## src/rtl/cog_vcap.sv

```systemverilog
// Video/pin capture: samples 1 or 2 bits per pixel from one synchronized pin byte,
// packs them into 32-bit longs and hands them to the cog through a ready/get holding register.
//   state | meaning
//   IDLE  | capture stopped, holding register still readable
//   ARM   | counters loaded, waiting for the selected trigger edge
//   RUN   | counting pixels/frames, one long per frame
module cog_vcap #(
  parameter int CNT_W = 8,
  parameter int SET_W = 12
) (
  input  logic        clk_cog,
  input  logic        nres,
  input  logic        setcap,
  input  logic        setscl,
  input  logic        getcap,
  input  logic [31:0] data,
  input  logic [31:0] pin_in,
  output logic [31:0] cap_data,
  output logic        ready,
  output logic        overflow,
  output logic        busy
);

  typedef enum logic [1:0] {S_IDLE, S_ARM, S_RUN} state_t;

  state_t                   state, state_nxt;
  logic                     cfg_bpp2, cfg_pol;
  logic [2:0]               cfg_bt, cfg_b;
  logic [1:0]               cfg_g;
  logic [CNT_W+SET_W-1:0]   scl;
  logic [7:0]               sel_byte, s1, s2, s_d;
  logic [CNT_W-1:0]         pcnt, scl_p;
  logic [SET_W-1:0]         fcnt, scl_f;
  logic [31:0]              sh, sh_shift;
  logic [2:0]               b_nx;
  logic                     frame_end, pix, trig_edge, count_en, frame_evt;
  logic                     unused_bits;

  assign unused_bits = ^{data[31:30], data[25:16], data[12:11], data[8:3]};

  assign scl_p = scl[CNT_W+SET_W-1 -: CNT_W];
  assign scl_f = scl[SET_W-1:0];

  always_comb begin
    sel_byte = pin_in[7:0];
    case (cfg_g)
      2'd0: sel_byte = pin_in[7:0];
      2'd1: sel_byte = pin_in[15:8];
      2'd2: sel_byte = pin_in[23:16];
      2'd3: sel_byte = pin_in[31:24];
      default: sel_byte = pin_in[7:0];
    endcase
  end

  // 3-bit add wraps the second sample bit within the byte
  assign b_nx     = cfg_b + 3'd1;
  assign sh_shift = cfg_bpp2 ? {s2[b_nx], s2[cfg_b], sh[31:2]} : {s2[cfg_b], sh[31:1]};

  assign frame_end = (fcnt == SET_W'(1));
  assign pix       = (pcnt == CNT_W'(1)) | frame_end;
  assign trig_edge = cfg_pol ? (s2[cfg_bt] & ~s_d[cfg_bt]) : (~s2[cfg_bt] & s_d[cfg_bt]);
  // the trigger edge cycle already counts as the first RUN cycle
  assign count_en  = !setcap && ((state == S_RUN) || (state == S_ARM && trig_edge));
  assign frame_evt = count_en & frame_end;

  always_comb begin
    state_nxt = state;
    if (setcap)
      state_nxt = data[29] ? (data[27] ? S_ARM : S_RUN) : S_IDLE;
    else if (state == S_ARM && trig_edge)
      state_nxt = S_RUN;
  end

  always_ff @(posedge clk_cog or negedge nres) begin
    if (!nres) begin
      state <= S_IDLE;
      busy  <= 1'b0;
    end else begin
      state <= state_nxt;
      busy  <= (state_nxt != S_IDLE);
    end
  end

  always_ff @(posedge clk_cog or negedge nres) begin
    if (!nres) begin
      cfg_bpp2 <= 1'b0;
      cfg_pol  <= 1'b0;
      cfg_bt   <= '0;
      cfg_g    <= '0;
      cfg_b    <= '0;
      scl      <= '0;
      s1       <= '0;
      s2       <= '0;
      s_d      <= '0;
    end else begin
      if (setcap) begin
        cfg_bpp2 <= data[28];
        cfg_pol  <= data[26];
        cfg_bt   <= data[15:13];
        cfg_g    <= data[10:9];
        cfg_b    <= data[2:0];
      end
      if (setscl)
        scl <= data[CNT_W+SET_W-1:0];
      s1  <= sel_byte;
      s2  <= s1;
      s_d <= s2;
    end
  end

  always_ff @(posedge clk_cog or negedge nres) begin
    if (!nres) begin
      pcnt <= '0;
      fcnt <= '0;
      sh   <= '0;
    end else if (setcap && data[29]) begin
      pcnt <= scl_p;
      fcnt <= scl_f;
      sh   <= '0;
    end else if (count_en) begin
      if (frame_end) begin
        pcnt <= scl_p;
        fcnt <= scl_f;
        sh   <= '0;
      end else if (pix) begin
        pcnt <= scl_p;
        fcnt <= fcnt - SET_W'(1);
        sh   <= sh_shift;
      end else begin
        pcnt <= pcnt - CNT_W'(1);
        fcnt <= fcnt - SET_W'(1);
      end
    end
  end

  always_ff @(posedge clk_cog or negedge nres) begin
    if (!nres) begin
      cap_data <= '0;
      ready    <= 1'b0;
      overflow <= 1'b0;
    end else begin
      if (frame_evt) begin
        if (!ready || getcap)
          cap_data <= sh_shift;
        ready <= 1'b1;
      end else if (getcap && ready) begin
        ready <= 1'b0;
      end
      if (setcap)
        overflow <= 1'b0;
      else if (frame_evt && ready && !getcap)
        overflow <= 1'b1;
    end
  end

endmodule

```

## config.mk

```make
export PLATFORM = sky130hd
export DESIGN_NAME = cog_vcap
export DESIGN_NICKNAME = d
export VERILOG_FILES = /design/src/rtl/cog_vcap.sv
export SDC_FILE = /design/constraint.sdc
export NUM_CORES = 1
export LEC_CHECK = 0
export BUFFER_PORTS_ARGS = -buffer_cell sky130_fd_sc_hd__buf_2
export CAP_MARGIN = 40
export CORE_MARGIN = 5
export CORE_UTILIZATION = 29
export CTS_CLUSTER_DIAMETER = 200
export CTS_CLUSTER_SIZE = 10
export DETAILED_ROUTE_END_ITERATION = 8
export SYNTH_ARGS = -nofsm -noshare
export SYNTH_HDL_FRONTEND = slang
export SYNTH_SLANG_ARGS = --single-unit
export TNS_END_PERCENT = 5
```

## constraint.sdc

```tcl
create_clock -name clk_cog -period 2.6 [get_ports clk_cog]
set_input_delay 0.13 -clock clk_cog [delete_from_list [all_inputs] [get_ports clk_cog]]
set_output_delay 0.13 -clock clk_cog [all_outputs]
set_load 0.05 [all_outputs]
```

==> summary.md, run 1 <==
| Metric | Value |
|---|---|
| Sw frac | `29.7%` |
| ANT nets after route | `0` |
| Die Wd | `165 um` |
| Static Leakage | `4.01 nW` |
| Hold wc startpoint | `pin_in[4]` |
| Worst setup SP type | `register` |
| Worst-path clk slew | `60 ps` |
| Achievable Freq | `395 MHz` |
| Sink Count | `142` |
| Synth warn | `0` |
| Int Pwr | `4.87 mW` |
| Hold Fails Final Rpt | `0` |
| Vias in the first global route | `5273` |
| Fin area | `9010 um^2` |
| Worst Slack Setup Final | `68.5 ps` |
| Post-synth EDFFs | `0` |
| Core Util, Final | `38.2%` |
| Arrival @ worst endpoint | `2830 ps` |
| VDD IR max | `0.531 mV` |
| Root Driver | `clkbuf_16` |
| Worst-Margin Slew | `673 ps` |
| Async set-reset flop share out of synthesis | `100%` |
| Height of the die | `165 um` |
| CTS tree | `built` |
| Most common cell after layout, fill and taps aside | `dfrtp_1` |
| Average size of a mapped cell | `12.7 um^2` |
| Net switching power | `2.05 mW` |
| First-pass GRT wire length | `28000 um` |
| CP max FO | `8` |
| Status | `complete, no violations` |
| RSZ-0062 raised after global routing | `true` |
| Initial Utilization | `29.6%` |
| Syn_nets | `625` |
| Ys flop type | `dfrtp_1` |
| TritonCTS Buffers | `17` |
| Nets | `763` |
| Critical R2R Launch | `cfg_bt[0]` |
| Period utilization | `97.4%` |
| Cell variety after synth | `58` |
| Combinational power share | `21.8%` |
| Synth Cell Area | `7000 um^2` |
| Port bufs | `95` |
| Register area share after synthesis | `50.8%` |
| Sequential share of power | `41.4%` |
| R2r setup slk | `70 ps` |
| Hold EP | `s1[4]` |
| Reg2Reg Depth | `6` |
| Worst-case clock buffer depth | `2` |
| Clk_skew | `10.1 ps` |
| Row count | `56` |
| Vias | `4947` |
| Largest net degree at the start of global routing | `70` |
| CP endpoint kind | `register` |
| Clk_lat worst skew | `420 ps` |
| PD cells | `768 nW/um^2` |
| Worst rel slew slack | `55.1%` |
| Core area | `23600 um^2` |
| Gr usage total | `12.9%` |
| Worst Hold Depth | `2` |
| Clk pwr share | `36.8%` |
| Max_cap viols | `0` |
| Final GP Congestion | `0.789` |
| Layout area overhead | `28.8%` |
| Total Wirelength | `16600 um` |
| Final Setup Violations | `0` |
| Initial antenna violation count | `0` |
| Vias/cell | `4.85` |
| Post-Syn Instances | `551` |
| Total number of H-tree levels | `4` |
| Die ar. | `27300 um^2` |
| Fin. max-slew vios | `0` |
| I/O pin count | `104` |
| Violation count after the first detailed-routing iteration | `328` |
| Reg-to-reg endpoint | `fcnt[1]` |
| Post-layout minimum cycle time | `2530 ps` |
| Drt first pass iters | `5` |
| Synth Register Bits | `142` |
| Most frequent cells in the layout | `140 x dfrtp_1, 94 x buf_2, 53 x inv_1` |
| Post-route DRC | `0` |
| Crit path kind | `reg -> reg` |
| Worst min path class | `in -> reg` |
| WP data required | `2900 ps` |
| Number of diodes | `0` |
| Layout cells sized above 1 | `37.9%` |
| Placement-stage worst setup slack | `-28.9 ps` |
| Grt total ovfl | `0` |
| DP Area | `8090 um^2` |
| Hpwl dp | `11300 um` |
| Post-DR wirelength/cell | `16.3 um` |
cell families (layout without fill, tap and decap cells):
group,after synthesis,in the layout,share of synthesized area (%)
AO/OA/AOI/OAI,131,131,19.1
XOR/XNOR,1,1,0.125
adder cells (fa/ha/maj),5,5,0.894
buffers and inverters,93,244,5.69
flip-flops,142,142,50.8
multiplexers,93,93,16.9
AND/OR/NAND/NOR,86,86,6.53
sequential cells by signal, summed over array words and instances (netlist names), 3 cells and up:
register  cells
s1            8
s_d           8
pcnt          8
scl          20
s2            8
fcnt         12
cfg_bt        3
cap_data     32
cfg_b         3
sh           31
critical path, stage by stage, from the launching register on:
cell and delay, ps:
dfrtp_2 410, mux4_2 500, mux2_2 290, or4_4 460
a31o_4 320, buf_4 150, mux2_4 280
synthesized netlist by cell type, types with 3 or more instances:
cell type,n,area share (%)
dfrtp_1,142,51
inv_1,53,2.8
mux2i_1,42,6.0
mux2_2,32,5.2
a2bb2oi_1,30,3.8
o32ai_2,30,7.0
clkbuf_1,21,1.1
nand2_1,17,0.91
nor2_1,17,0.91
a21oi_1,15,1.1
mux4_2,15,4.8
buf_2,12,0.86
nor3_1,11,0.79
nor4_1,10,0.89
o21ai_0,10,0.72
o221ai_1,7,0.88
o221ai_2,7,1.5
a31oi_1,6,0.54
ha_1,5,0.89
nand2b_1,5,0.45
buf_6,4,0.64
nand3_1,4,0.29
or3_1,4,0.36
a32o_1,3,0.43
and4_1,3,0.38
nor2b_1,3,0.27
power groups by stage:
| stage | combinational [mW] | sequential [mW] | clock [mW] |
|---|---|---|---|
| 2_1_floorplan | 1.07 | 2.82 | 0 |
| 3_3_place_gp | 1.45 | 2.89 | 0 |
| 3_5_place_dp | 1.48 | 2.90 | 0 |
| 4_1_cts | 1.51 | 2.86 | 2.61 |
| 5_1_grt | 1.68 | 2.92 | 2.71 |
| 6_report | 1.51 | 2.87 | 2.55 |
routing by layer:
layer	vias up	routed length [um]	GRT usage, %
met3	11	520	2.48
met4	0	184	4.42
met5	-	0	0
li1	2370	-	-
met2	94	8010	20.4
met1	2472	7890	17.9
worst max-delay path by stage:
| stage | from | endpoint | slack, ps | depth (start not counted) |
|---|---|---|---|---|
| 2_1_floorplan | cfg_bt[0] | fcnt[0] | 10 | 8 |
| 3_3_place_gp | cfg_bt[0] | fcnt[0] | -10 | 6 |
| 3_5_place_dp | cfg_bt[0] | sh[19] | -30 | 6 |
| 4_1_cts | cfg_bt[0] | sh[13] | 20 | 6 |
| 5_1_grt | cfg_bt[0] | fcnt[1] | -7 | 6 |
| 6_report | cfg_bt[0] | fcnt[1] | 70 | 6 |
through the flow:
step	hold WS, ps	power (mW)	cells	setup TNS [ps]
2_1_floorplan	-166	3.89	551	0
3_3_place_gp	76.5	4.34	960	-14.2
3_5_place_dp	68.7	4.38	960	-168
4_1_cts	14.1	6.98	1016	0
5_1_grt	10.8	7.32	1021	-7.03
6_report	30.5	6.92	1021	0
repair_timing:
action,CTS,global route
hold buffers,24,0
pin swaps,0,2
endpoints found under the setup margin,35,79
buffers inserted,0,5
endpoints found under the hold margin,68,0
gates resized for setup,1,4
layout make-up:
cell class	count	area [um^2]
clock buffer	20	467
fill	2301	14600
multi-input combinational	316	3080
inverter	53	199
sequential	142	3560
clock inverter	12	159
timing repair buffer	159	1150
tap	319	399
(Power assumes the default switching activity.)
==> inputs of run 2 (changes only) <==
--- a/config.mk
+++ b/config.mk
@@ -12,6 +12,7 @@
 export CTS_CLUSTER_DIAMETER = 200
 export CTS_CLUSTER_SIZE = 10
 export DETAILED_ROUTE_END_ITERATION = 8
+export RECOVER_POWER = 100
 export SYNTH_ARGS = -nofsm -noshare
 export SYNTH_HDL_FRONTEND = slang
 export SYNTH_SLANG_ARGS = --single-unit
==> run 2 against run 1 <==
  * Clock power hardly changed
  * Clock skew hardly changed
  * Register-to-register slack hardly changed
  * Flip-flop and latch count stayed put
  * Core utilization is 0.38 points lower
  * The flow now finishes with violations (capacitance limit, slew limit)
  * First-iteration DRC count is 9.5% higher
  * Combinational power hardly changed
  * Critical path depth stayed put
  * Largest cell class unchanged
  * Sequential share of layout area is 0.39 points higher
  * Hold slack worse by 2.1 ps
==> summary.md, run 2 (synthesis gave the netlist of run 1 again) <==
| Metric | Value |
|---|---|
| Hold Fails Final Rpt | `0 (unchanged)` |
| Worst-Margin Slew | `1530 ps (was 673 ps)` |
| Reg2Reg Depth | `6 (unchanged)` |
| Reg-to-reg endpoint | `fcnt[1] (unchanged)` |
| Critical R2R Launch | `cfg_bt[0] (unchanged)` |
| Period utilization | `97.4% (about the same)` |
| Crit path kind | `reg -> reg (unchanged)` |
| Arrival @ worst endpoint | `2830 ps (about the same)` |
| Failing checks | `capacitance limit, slew limit` |
| Root Driver | `clkbuf_16 (unchanged)` |
| Port bufs | `95 (unchanged)` |
| Die Wd | `165 um (unchanged)` |
| Worst min path class | `in -> reg (unchanged)` |
| Final GP Congestion | `0.789 (unchanged)` |
| Total number of H-tree levels | `4 (unchanged)` |
| PD cells | `775 nW/um^2 (was 768 nW/um^2)` |
| Fin. max-slew vios | `70 (was 0)` |
| Vias in the first global route | `5273 (unchanged)` |
| Biggest regs | `cap_data: 32 flops, sh: 31 flops, scl: 20 flops (unchanged)` |
| Critical Path, Cell by Cell | `mux4_2 -> mux2_2 -> or4_4 -> a31o_4 -> buf_4 -> mux2_4 (unchanged)` |
| Sink Count | `142 (unchanged)` |
| Core area | `23600 um^2 (unchanged)` |
| Initial Utilization | `29.6% (unchanged)` |
| Largest net degree at the start of global routing | `70 (unchanged)` |
| CTS tree | `built (unchanged)` |
| I/O pin count | `104 (unchanged)` |
| Most frequent cells in the layout | `140 x dfrtp_1, 59 x buf_2, 53 x inv_1 (was 140 x dfrtp_1, 94 x buf_2, 53 x inv_1)` |
| Gr usage total | `12.9% (unchanged)` |
| Post-DR wirelength/cell | `16.4 um (was 16.3 um)` |
| TritonCTS Buffers | `17 (unchanged)` |
| Final Setup Violations | `0 (unchanged)` |
| Hold EP | `s1[4] (unchanged)` |
| Slowest cell on crit path | `mux4_2 (unchanged)` |
| Layout area overhead | `27.5% (was 28.8%)` |
| First-pass GRT wire length | `28000 um (unchanged)` |
| R2r setup slk | `70 ps (about the same)` |
| Nets | `763 (unchanged)` |
| Core Util, Final | `37.8% (was 38.2%)` |
| Worst rel slew slack | `-1.74% (was 55.1%)` |
| Placement-stage worst setup slack | `-28.9 ps (unchanged)` |
| CP max FO | `8 (unchanged)` |
| Max reg flops | `32 (unchanged)` |
| RSZ-0062 raised after global routing | `true (unchanged)` |
| Clk_skew | `10.1 ps (about the same)` |
| Static Leakage | `3.83 nW (was 4.01 nW)` |
| Worst Slack Setup Final | `67.6 ps (was 68.5 ps)` |
| Number of diodes | `0 (unchanged)` |
| Post-route DRC | `0 (unchanged)` |
| Die ar. | `27300 um^2 (unchanged)` |
| Status | `complete, but fails checks (was complete, no violations)` |
| Hold wc startpoint | `pin_in[4] (unchanged)` |
| Worst-case clock buffer depth | `2 (unchanged)` |
| Worst path max stage delay | `500 ps (about the same)` |
| Violation count after the first detailed-routing iteration | `359 (was 328)` |
| Worst setup SP type | `register (unchanged)` |
| Row count | `56 (unchanged)` |
| Worst-path clk slew | `60 ps (about the same)` |
| Height of the die | `165 um (unchanged)` |
| Vias | `4962 (was 4947)` |
| Post-layout minimum cycle time | `2530 ps (about the same)` |
| Vias/cell | `4.86 (was 4.85)` |
| Total Wirelength | `16700 um (was 16600 um)` |
| Largest Register | `cap_data (unchanged)` |
| Most common cell after layout, fill and taps aside | `dfrtp_1 (unchanged)` |
| Max_cap viols | `1 (was 0)` |
| Drt first pass iters | `4 (was 5)` |
| Achievable Freq | `395 MHz (about the same)` |
| Initial antenna violation count | `0 (unchanged)` |
| CP endpoint kind | `register (unchanged)` |
| Grt total ovfl | `0 (unchanged)` |
| WP data required | `2900 ps (about the same)` |
| VDD IR max | `0.530 mV (was 0.531 mV)` |
| ANT nets after route | `0 (unchanged)` |
| Layout cells sized above 1 | `31.8% (was 37.9%)` |
| Hpwl dp | `11300 um (unchanged)` |
| Worst Hold Depth | `2 (unchanged)` |
| Clk_lat worst skew | `420 ps (about the same)` |
## run 2: changes by cell type in the layout (fill, tap and decap cells not counted)
cell      delta
buf_2       -35
clkbuf_1    +43
buf_4        -8
clkbuf_2     +1
buf_12       -1
## run 2: through the flow
| step | power (mW) | cells | hold WS (ps) | setup TNS (ps) | instance area (um^2) |
|---|---|---|---|---|---|
| after floorplan | 3.89 | 551 | -166 | 0 | 7000 |
| after global placement | 4.34 | 960 | 76.5 | -14.2 | 8090 |
| after detailed placement | 4.38 | 960 | 68.7 | -168 | 8090 |
| after CTS | 6.98 | 1016 | 14.1 | 0 | 8950 |
| after global routing | 7.30 | 1021 | 10.8 | -7.03 | 8920 |
| final | 6.91 | 1021 | 28.4 | 0 | 8920 |
## run 2: worst max-delay path by stage
stage                          from  cells after the start      end
final                     cfg_bt[0]                      6  fcnt[1]
after global routing      cfg_bt[0]                      6  fcnt[1]
after global placement    cfg_bt[0]                      6  fcnt[0]
after CTS                 cfg_bt[0]                      6   sh[13]
after floorplan           cfg_bt[0]                      8  fcnt[0]
after detailed placement  cfg_bt[0]                      6   sh[19]
## run 2: layout make-up
type                            instances  area, um^2
Clock inverter                         12         159
Sequential cell                       142        3560
Multi-Input combinational cell        316        3080
Clock buffer                           20         467
Fill cell                            2324       14700
Tap cell                              319         399
Timing Repair Buffer                  159        1060
Inverter                               53         199
## run 2: what timing repair did
action	4_1_cts	5_1_grt
buffers inserted	0	5
hold endpoints to repair	68	0
pin swaps	0	2
setup endpoints to repair	35	79
cloned	0	0
gates resized for setup	1	4
hold buffers	24	0
## run 2: per-layer routing
layer	global-route usage (%)	share of wire [%]
met5	0	0
met4	4.42	1.3
met3	2.48	3.2
met2	20.4	47
met1	17.9	48
## run 2: report_power, final
group          internal, mW  switching (mW)
sequential             2.55           0.318
combinational         0.710           0.783
clock                  1.59           0.962
total                  4.85            2.06
## run 2: critical path, delay by kind of cell (launching register included)
family                 cells  cell delay, ps
and+or+nand+nor            1             460
AOI/OAI and AO/OA          1             320
muxes                      3            1070
buffers and inverters      1             150
DFF                        1             410
==> inputs of run 3 (changes only) <==
--- a/config.mk
+++ b/config.mk
@@ -5,13 +5,13 @@
 export SDC_FILE = /design/constraint.sdc
 export NUM_CORES = 1
 export LEC_CHECK = 0
-export BUFFER_PORTS_ARGS = -buffer_cell sky130_fd_sc_hd__buf_2
 export CAP_MARGIN = 40
 export CORE_MARGIN = 5
 export CORE_UTILIZATION = 29
 export CTS_CLUSTER_DIAMETER = 200
 export CTS_CLUSTER_SIZE = 10
 export DETAILED_ROUTE_END_ITERATION = 8
+export DONT_BUFFER_PORTS = 1
 export RECOVER_POWER = 100
 export SYNTH_ARGS = -nofsm -noshare
 export SYNTH_HDL_FRONTEND = slang
==> run 3 against run 2 <==
  * Largest cell class unchanged
  * Register-to-register slack worse by 40 ps
  * The flow finishes with violations (hold timing)
  * Clock power is 9.4% higher
  * Largest power group unchanged
  * Setup slack worse by 36 ps
  * Maximum frequency is 1.4% lower
  * Die area stayed put
  * Critical path depth is 3 higher
  * Core utilization is 0.57 points lower
==> summary.md, run 3 (synthesis gave the netlist of run 1 again) <==
| Metric | Value |
|---|---|
| Slowest cell on crit path | `or4_4 (was mux4_2)` |
| Vias/cell | `5.19 (was 4.86)` |
| Vias | `4927 (was 4962)` |
| RSZ-0062 raised after global routing | `true (unchanged)` |
| Arrival @ worst endpoint | `2860 ps (was 2830 ps)` |
| Worst-path clk slew | `60 ps (about the same)` |
| Fin area | `8790 um^2 (was 8920 um^2)` |
| CP endpoint kind | `register (unchanged)` |
| Layout cells sized above 1 | `25.3% (was 31.8%)` |
| Worst setup SP type | `register (unchanged)` |
| Largest net degree at the start of global routing | `143 (was 70)` |
| VDD IR max | `0.520 mV (was 0.530 mV)` |
| Most frequent cells in the layout | `140 x dfrtp_1, 55 x dlygate4sd3_1, 53 x inv_1 (was 140 x dfrtp_1, 59 x buf_2, 53 x inv_1)` |
| Worst rel slew slack | `49.3% (was -1.74%)` |
| DP Area | `7500 um^2 (was 8090 um^2)` |
| Core area | `23600 um^2 (unchanged)` |
| Violation count after the first detailed-routing iteration | `294 (was 359)` |
| Worst Slack Setup Final | `31.6 ps (was 67.6 ps)` |
| WHS | `-596 ps (was 28.4 ps)` |
| PD cells | `806 nW/um^2 (was 775 nW/um^2)` |
| Clk_lat worst skew | `420 ps (about the same)` |
| Sink Count | `142 (unchanged)` |
| Row count | `56 (unchanged)` |
| Port bufs | `0 (was 95)` |
| First-pass GRT wire length | `28000 um (about the same)` |
| Layout area overhead | `25.6% (was 27.5%)` |
| ANT nets after route | `0 (unchanged)` |
| Static Leakage | `3.66 nW (was 3.83 nW)` |
| Crit path kind | `reg -> reg (unchanged)` |
| Largest Register | `cap_data (unchanged)` |
| CTS tree | `built (unchanged)` |
| TritonCTS Buffers | `17 (unchanged)` |
| Hpwl dp | `11200 um (was 11300 um)` |
| Total Power | `7.09 mW (was 6.91 mW)` |
| Critical Path, Cell by Cell | `buf_4 -> mux4_1 -> mux2i_2 -> buf_4 -> or4_4 -> buf_6 -> a31oi_4 -> buf_12 -> mux2_1 (was mux4_2 -> mux2_2 -> or4_4 -> a31o_4 -> buf_4 -> mux2_4)` |
| Most used cell, CP | `buf_4` |
| Gr usage total | `13.0% (was 12.9%)` |
| Drt first pass iters | `4 (unchanged)` |
| Worst-case clock buffer depth | `2 (unchanged)` |
| Post-route DRC | `0 (unchanged)` |
| Initial Utilization | `29.6% (unchanged)` |
| Nets | `690 (was 763)` |
| Biggest regs | `cap_data: 32 flops, sh: 31 flops, scl: 20 flops (unchanged)` |
| Total number of H-tree levels | `4 (unchanged)` |
| Hold Fails Final Rpt | `142 (was 0)` |
| Max_cap viols | `0 (was 1)` |
| Core Util, Final | `37.2% (was 37.8%)` |
| Initial antenna violation count | `2 (was 0)` |
| Vias in the first global route | `5212 (was 5273)` |
| Worst path max stage delay | `490 ps (was 500 ps)` |
| CTS hold repair buffers | `55 (was 24)` |
| Fin. max-slew vios | `0 (was 70)` |
| Most common cell after layout, fill and taps aside | `dfrtp_1 (unchanged)` |
| Worst-Margin Slew | `758 ps (was 1530 ps)` |
| R2r setup slk | `30 ps (was 70 ps)` |
| Status | `complete, but fails checks (unchanged)` |
| Height of the die | `165 um (unchanged)` |
| Placement-stage worst setup slack | `-17.3 ps (was -28.9 ps)` |
| WP data required | `2900 ps (about the same)` |
| Period utilization | `98.8% (was 97.4%)` |
| Total Wirelength | `17100 um (was 16700 um)` |
| Die Wd | `165 um (unchanged)` |
| Post-layout minimum cycle time | `2570 ps (was 2530 ps)` |
| CP max FO | `7 (was 8)` |
| Final Setup Violations | `0 (unchanged)` |
| Failing checks | `hold timing (was capacitance limit, slew limit)` |
| Grt total ovfl | `0 (unchanged)` |
| Post-DR wirelength/cell | `18.0 um (was 16.4 um)` |
| Final GP Congestion | `0.859 (was 0.789)` |
| Max reg flops | `32 (unchanged)` |
| Clk_skew | `14.0 ps (was 10.1 ps)` |
| Worst min path class | `in -> async (was in -> reg)` |
| Die ar. | `27300 um^2 (unchanged)` |
| Achievable Freq | `389 MHz (was 395 MHz)` |
| I/O pin count | `104 (unchanged)` |
| Root Driver | `clkbuf_16 (unchanged)` |
==> run 3: cell types whose count changed in the layout (fill, tap and decap cells not counted), sizes merged <==
cell	before	now
dlygate4sd3	24	55
buf	91	26
inv	55	56
clkinv	2	1
diode	0	2
bufinv	3	6
clkbuf	64	24
clkinvlp	5	3
==> run 3: what timing repair did <==
action                                  CTS  global route
endpoints found under the setup margin   20            78
buffers inserted                          2             1
pin swaps                                 2             1
endpoints found under the hold margin   188           142
cloned                                    1             0
resized for setup                         4             9
==> run 3: final timing paths <==
| check | from | depth (start not counted) | end |
|---|---|---|---|
| min | nres | 0 | cfg_pol |
| min reg2reg | s1[1] | 0 | s2[1] |
| max in group asynchronous | nres | 0 | cap_data[28] |
| min in group clk_cog | data[29] | 3 | fcnt[0] |
| max | cfg_bt[0] | 9 | cap_data[30] |
| max reg2reg | cfg_bt[0] | 9 | cap_data[30] |
==> run 3: where the power goes <==
group	switching (mW)	total, mW	internal (mW)
clock network	0.960	2.79	1.83
registers	0.387	2.93	2.55
logic	0.666	1.36	0.694
total	2.01	7.09	5.07
==> run 3: per-stage QoR <==
stage / instances / setup TNS [ps]
floorplan: 551 / 0
finish: 950 / 0
global placement: 856 / 0
CTS: 947 / 0
detailed placement: 857 / -20.5
global route: 950 / -433
==> run 3: final cells by class <==
type / instances / area [um^2]
multi-input combinational: 316 / 3070
fill: 2249 / 14800
inverter: 53 / 199
antenna: 2 / 5.00
clock inverter: 13 / 234
sequential: 142 / 3560
clock buffer: 19 / 443
tap: 319 / 399
timing repair buffer: 86 / 885
==> run 3: critical path: cells and delay by family, from the launching register on <==
family / cells / cell delay (ps)
flip-flops: 1 / 430
AO/OA/AOI/OAI: 1 / 170
AND/OR/NAND/NOR: 1 / 490
buffers and inverters: 4 / 600
multiplexers: 3 / 740
==> run 3: per-layer routing <==
metal	vias up	wire length, um	share of wire [%]	track usage (%)
met5	-	0	0	0
met4	0	476	2.8	5.59
met3	32	726	4.2	3.95
met2	138	8230	48	20.7
met1	2528	7670	45	16.4
li1	2229	-	-	-
